`src/rtl/cnt_share_sched.sv`:
```
// cnt_share_sched: round-robin scheduler sharing one CNT_W-bit accumulator
// between NUM_REQ requesters. Each update is done as two sequenced half-width
// adds (low half, then carry into high half) through a single adder.
//
// Ports:
//   clk, rst_n  clock, asynchronous active-low reset
//   clr         synchronous clear of counter, ovf and pointer (highest priority)
//   req         per-requester level request, held until granted
//   inc         packed increments, slice i belongs to req[i]
//   gnt         one-hot grant pulse, high during the ADD_LO cycle
//   counter     accumulator value (coherent only when busy=0)
//   out         low 32 bits of counter
//   busy        update in flight
//   ovf         sticky carry-out of the top counter bit
module cnt_share_sched #(
  parameter int unsigned NUM_REQ = 4,
  parameter int unsigned INC_W   = 32,
  parameter int unsigned CNT_W   = 64
) (
  input  logic                     clk,
  input  logic                     rst_n,
  input  logic                     clr,
  input  logic [NUM_REQ-1:0]       req,
  input  logic [NUM_REQ*INC_W-1:0] inc,
  output logic [NUM_REQ-1:0]       gnt,
  output logic [CNT_W-1:0]         counter,
  output logic [31:0]              out,
  output logic                     busy,
  output logic                     ovf
);

  localparam int unsigned PTR_W  = (NUM_REQ > 1) ? $clog2(NUM_REQ) : 1;
  localparam int unsigned HALF_W = CNT_W / 2;

  typedef enum logic [1:0] {
    IDLE   = 2'd0,
    ADD_LO = 2'd1,
    ADD_HI = 2'd2
  } state_t;

  state_t               state_q, state_d;
  logic [PTR_W-1:0]     win_q, win_d;
  logic [PTR_W-1:0]     ptr_q, ptr_d;
  logic [INC_W-1:0]     inc_lat_q, inc_lat_d;
  logic                 carry_q, carry_d;
  logic [CNT_W-1:0]     counter_q, counter_d;
  logic                 ovf_q, ovf_d;
  logic [NUM_REQ-1:0]   gnt_q, gnt_d;
  logic                 busy_q, busy_d;

  logic                 arb_found;
  logic [PTR_W-1:0]     arb_idx;
  int unsigned          cand;

  logic [HALF_W-1:0]    add_a, add_b;
  logic [HALF_W:0]      add_sum;

  // Round-robin search starting at ptr_q
  always_comb begin
    arb_found = 1'b0;
    arb_idx   = '0;
    cand      = 0;
    for (int k = 0; k < int'(NUM_REQ); k++) begin
      cand = (32'(ptr_q) + 32'(k)) % NUM_REQ;
      if (!arb_found && req[PTR_W'(cand)]) begin
        arb_found = 1'b1;
        arb_idx   = PTR_W'(cand);
      end
    end
  end

  // Single shared half-width adder: low half + increment, or high half + carry
  always_comb begin
    add_a   = (state_q == ADD_LO) ? counter_q[HALF_W-1:0] : counter_q[CNT_W-1:HALF_W];
    add_b   = (state_q == ADD_LO) ? HALF_W'(inc_lat_q)    : HALF_W'(carry_q);
    add_sum = {1'b0, add_a} + {1'b0, add_b};
  end

  // Next-state and next-output logic
  always_comb begin
    state_d   = state_q;
    win_d     = win_q;
    ptr_d     = ptr_q;
    inc_lat_d = inc_lat_q;
    carry_d   = carry_q;
    counter_d = counter_q;
    ovf_d     = ovf_q;
    gnt_d     = '0;
    busy_d    = 1'b0;

    if (clr) begin
      state_d   = IDLE;
      counter_d = '0;
      ovf_d     = 1'b0;
      ptr_d     = '0;
      carry_d   = 1'b0;
    end else begin
      unique case (state_q)
        IDLE: begin
          if (arb_found) begin
            win_d     = arb_idx;
            inc_lat_d = inc[32'(arb_idx)*INC_W +: INC_W];
            state_d   = ADD_LO;
          end
        end
        ADD_LO: begin
          counter_d[HALF_W-1:0] = add_sum[HALF_W-1:0];
          carry_d               = add_sum[HALF_W];
          state_d               = ADD_HI;
        end
        ADD_HI: begin
          counter_d[CNT_W-1:HALF_W] = add_sum[HALF_W-1:0];
          if (add_sum[HALF_W]) ovf_d = 1'b1;
          ptr_d   = (32'(win_q) == NUM_REQ - 1) ? '0 : win_q + PTR_W'(1);
          state_d = IDLE;
        end
        default: state_d = IDLE;
      endcase
    end

    // Grant register holds the decode of the upcoming ADD_LO cycle
    if (state_d == ADD_LO) gnt_d[win_d] = 1'b1;
    busy_d = (state_d != IDLE);
  end

  // State and output registers
  always_ff @(posedge clk or negedge rst_n) begin
    if (!rst_n) begin
      state_q   <= IDLE;
      win_q     <= '0;
      ptr_q     <= '0;
      inc_lat_q <= '0;
      carry_q   <= 1'b0;
      counter_q <= '0;
      ovf_q     <= 1'b0;
      gnt_q     <= '0;
      busy_q    <= 1'b0;
    end else begin
      state_q   <= state_d;
      win_q     <= win_d;
      ptr_q     <= ptr_d;
      inc_lat_q <= inc_lat_d;
      carry_q   <= carry_d;
      counter_q <= counter_d;
      ovf_q     <= ovf_d;
      gnt_q     <= gnt_d;
      busy_q    <= busy_d;
    end
  end

  assign gnt     = gnt_q;
  assign counter = counter_q;
  assign out     = 32'(counter_q);
  assign busy    = busy_q;
  assign ovf     = ovf_q;

endmodule

```
`config.mk`:
```
export PLATFORM = sky130hd
export DESIGN_NAME = cnt_share_sched
export DESIGN_NICKNAME = d
export VERILOG_FILES = /design/src/rtl/cnt_share_sched.sv
export SDC_FILE = /design/constraint.sdc
export NUM_CORES = 1
export LEC_CHECK = 0
export ABC_AREA = 1
export BUFFER_PORTS_ARGS = -buffer_cell sky130_fd_sc_hd__buf_2
export CORE_MARGIN = 3
export CORE_UTILIZATION = 33
export DETAILED_ROUTE_END_ITERATION = 6
export GPL_ROUTABILITY_DRIVEN = 0
export REMOVE_ABC_BUFFERS = 1
export SKIP_CTS_REPAIR_TIMING = 1
export SLEW_MARGIN = 40
export SYNTH_ARGS = -nofsm -noshare
export SYNTH_HDL_FRONTEND = slang
export SYNTH_SLANG_ARGS = --single-unit
export TNS_END_PERCENT = 30
```
`constraint.sdc`:
```
create_clock -name clk -period 3.06 [get_ports clk]
set_input_delay 0.459 -clock clk [delete_from_list [all_inputs] [get_ports clk]]
set_output_delay 0.459 -clock clk [all_outputs]
set_load 0.01 [all_outputs]
```
==> impl_results.md <==
- Status: finished, final reports clean
- Antenna violations before repair: 0
- CP Capture Type: flop
- Largest net degree at the start of global routing: 67
- Worst-margin pin slew: 0.668 ns
- Power share of the clock group: 21.6%
- Int Pwr: 3.60 mW
- Cells after Synth: 1303
- Die Width: 167 um
- Syn avg cell area: 6.53 sq um
- Yosys warning total: 0
- Residual DRC: 0
- First-pass DRT Iterations: 6
- Area occupied by multi-input gates: 0.00476 sq mm
- CP dominant cell by count: nand2_1
- Seq/Total Area, Yosys: 32.1%
- Clock Latency Late Sink: 0.35 ns
- Yosys top cell area share: 32.1%
- Ports: 237
- Antenna diodes: 0
- Ys flop type: dfrtp_1
- Post-synthesis async set-or-reset flop share: 100%
- First-pass GRT wire length: 43.2 mm
- Clk slew on worst S/H paths: 0.07 ns
- Overall power: 6.24 mW
- CTS Sinks: 109
- CP max-delay cell: o21ai_0
- CP Buf/Inv Count: 4
- Crit path arrival time: 3.03 ns
- Max Cap Viol: 0
- Combinational power share: 44.8%
- Port Buf Inserts: 236
- Largest cells by area after synthesis: dfrtp_1 32%, nand2_1 22%, nand3_1 7.6%, nand4_1 6.5%, ha_1 4.9%
- Area delta synth->final: 17.5%
- Crit share post-route: 90.3%
- Max incr delay on CP: 0.37 ns
- Final Hold Vio Count: 0
- Synth Register Bits: 109
- Number of flops mapped to enable cells by yosys: 0
- Net Sw Power: 2.64 mW
- WL/cell: 14.9 um
- Post-synth top cells: 490 x nand2_1, 129 x nand3_1, 109 x dfrtp_1
- Relative slew slack: 55.5%
- Clk root buf: clkbuf_16
- Overall global routing resource usage: 18.6%
- CP startpoint kind: flop
- Total grt overflow: 0
- H-Tree Depth: 3
- Final nets: 1636
- Dpl cell area: 0.00961 sq mm
- Part of the power in registers: 33.6%
- Finished Cell Area: 0.0100 sq mm
- # fillers: 2750
- Die Y: 167 um
- HP Class: in -> async
- Worst Path Required: 3.33 ns
- LEAKAGE: 5.55 nW
- Row count: 58
- Post-route ant nets: 0
- CP delay by family, top: simple AND/OR/NAND/NOR gates
- Pwr/cell area: 625 mW/mm^2
- Core Area: 0.0253 sq mm
- CTS Buf Count: 9
- Layout Skew: 0.0102 ns
- Routed vias/inst: 4.95
- Seq. cell area: 0.00273 sq mm
- Max FO, Critical Path: 38
- Yosys top cell by area: dfrtp_1
- Initial Util: 33.7%
- Share of cells above drive strength 1: 19.7%
- Peak supply drop: 334 uV
- Post-route minimum period: 2.76 ns
- Top-count cell post-synth: nand2_1
- Max Slew Vio Count: 0
- Vias in the first global route: 8370
- Switching share of power: 42.3%
- CP Cell Sequence: inv_1 > nor2_4 > inv_4 > buf_12 > nand2_1 > nand2_1 > ha_1 > nand2_1 > o21ai_0 > inv_1 > nand3_1 > nand2_1 > nand3b_1 > nand3_1 > o21ai_0
- Routed WL: 26.8 mm
- Iter 0 DRT Violations: 689
- RSZ-0062 raised after global routing: no
- Fmax: 362 MHz
- Die ar.: 0.0277 sq mm
- CTS tree: yes
- Post-DP HPWL: 20.5 mm
- Critical setup path kind: reg -> reg
- Routed vias: 8916
- Setup Viol. Count Final: 0
- Deepest clock path buffer count: 2
- Final core occ: 39.6%
- Synth cell types: 33
- Area of the mapped netlist: 0.00850 sq mm
## cells by family after synthesis
group | share of synthesized area, %
AND/OR/NAND/NOR | 42.0
flip-flops | 32.1
AO/OA/AOI/OAI | 8.24
XOR/XNOR | 0.103
buffers and inverters | 12.5
adder cells (fa/ha/maj) | 5.09
## power groups by stage
stage | clock (mW) | sequential [mW] | combinational, mW
5_1_grt | 1.44 | 2.15 | 3.18
2_1_floorplan | 0 | 2.15 | 1.68
3_3_place_gp | 0 | 2.11 | 2.76
4_1_cts | 1.37 | 2.10 | 2.78
6_report | 1.35 | 2.10 | 2.80
3_5_place_dp | 0 | 2.12 | 2.76
## metrics by stage
| stage | worst slack [ns] | TNS, ns | hold WS [ns] | cells |
|---|---|---|---|---|
| global placement | 0.194 | 0 | 0.467 | 1784 |
| detailed placement | 0.180 | 0 | 0.467 | 1784 |
| floorplan | -2.67 | -163.20 | 0.163 | 1204 |
| finish | 0.297 | 0 | 0.0448 | 1802 |
| global route | 0.000244 | 0 | 0.0923 | 1802 |
| CTS | 0.141 | 0 | 0.182 | 1800 |
## layer usage
layer | global-route usage [%] | up-vias | routed length (um)
li1 | - | 4590 | -
met4 | 3.77 | 0 | 328
met1 | 27.1 | 4011 | 12800
met2 | 29.7 | 294 | 12000
met5 | 0 | - | 0
met3 | 2.68 | 21 | 1600
## cells in the final DEF, fill, tap and decap left out, types with 2 or more instances in the layout
cell type and count:
nand4_1 89, nand3_4 4, nand2_1 490, buf_4 10
nand2_2 3, inv_2 5, nor2_4 2, inv_1 100
dfrtp_1 109, o21ai_0 75, nand3b_1 7, clkbuf_16 9
nor2_1 73, o22ai_1 2, nor3_2 2, buf_6 2
nand3_1 129, o21ai_1 3, bufinv_16 3, or2_2 3
ha_1 33, buf_2 235, nand3_2 2, a21o_1 2
clkbuf_1 2, buf_12 4, nor2_2 3, a21oi_1 49
o21a_1 3, nor3_1 10
## registers in the layout, summed over array words and instances, names as in the netlist
name / cells
busy: 1
carry_q: 1
counter: 64
gnt: 4
inc_lat_q: 32
ovf: 1
ptr_q: 2
state_q: 2
win_q: 2
## layout make-up
cell class | count | share of cell area [%]
clock buffers | 12 | 2.47
clock inverters | 4 | 0.951
inverters | 107 | 4.04
multi-input cells | 989 | 47.6
flip-flops and latches | 109 | 27.3
well taps | 330 | 4.13
repair buffers | 251 | 13.5
## final timing paths
check,startpoint,end,slack (ns),cells past startpoint
max,state_q[0]$_DFF_PN0_,counter[19]$_DFFE_PN0P_,0.30,15
min,rst_n,gnt[2]$_DFF_PN0_,0.04,1
max reg2reg,state_q[0]$_DFF_PN0_,counter[19]$_DFFE_PN0P_,0.30,15
min reg2reg,inc_lat_q[28]$_DFFE_PN0P_,inc_lat_q[28]$_DFFE_PN0P_,0.48,2
max in group asynchronous,rst_n,counter[22]$_DFFE_PN0P_,2.33,2
min in group clk,inc[91],inc_lat_q[27]$_DFFE_PN0P_,0.43,5
Power figures use the tool's default switching activity.
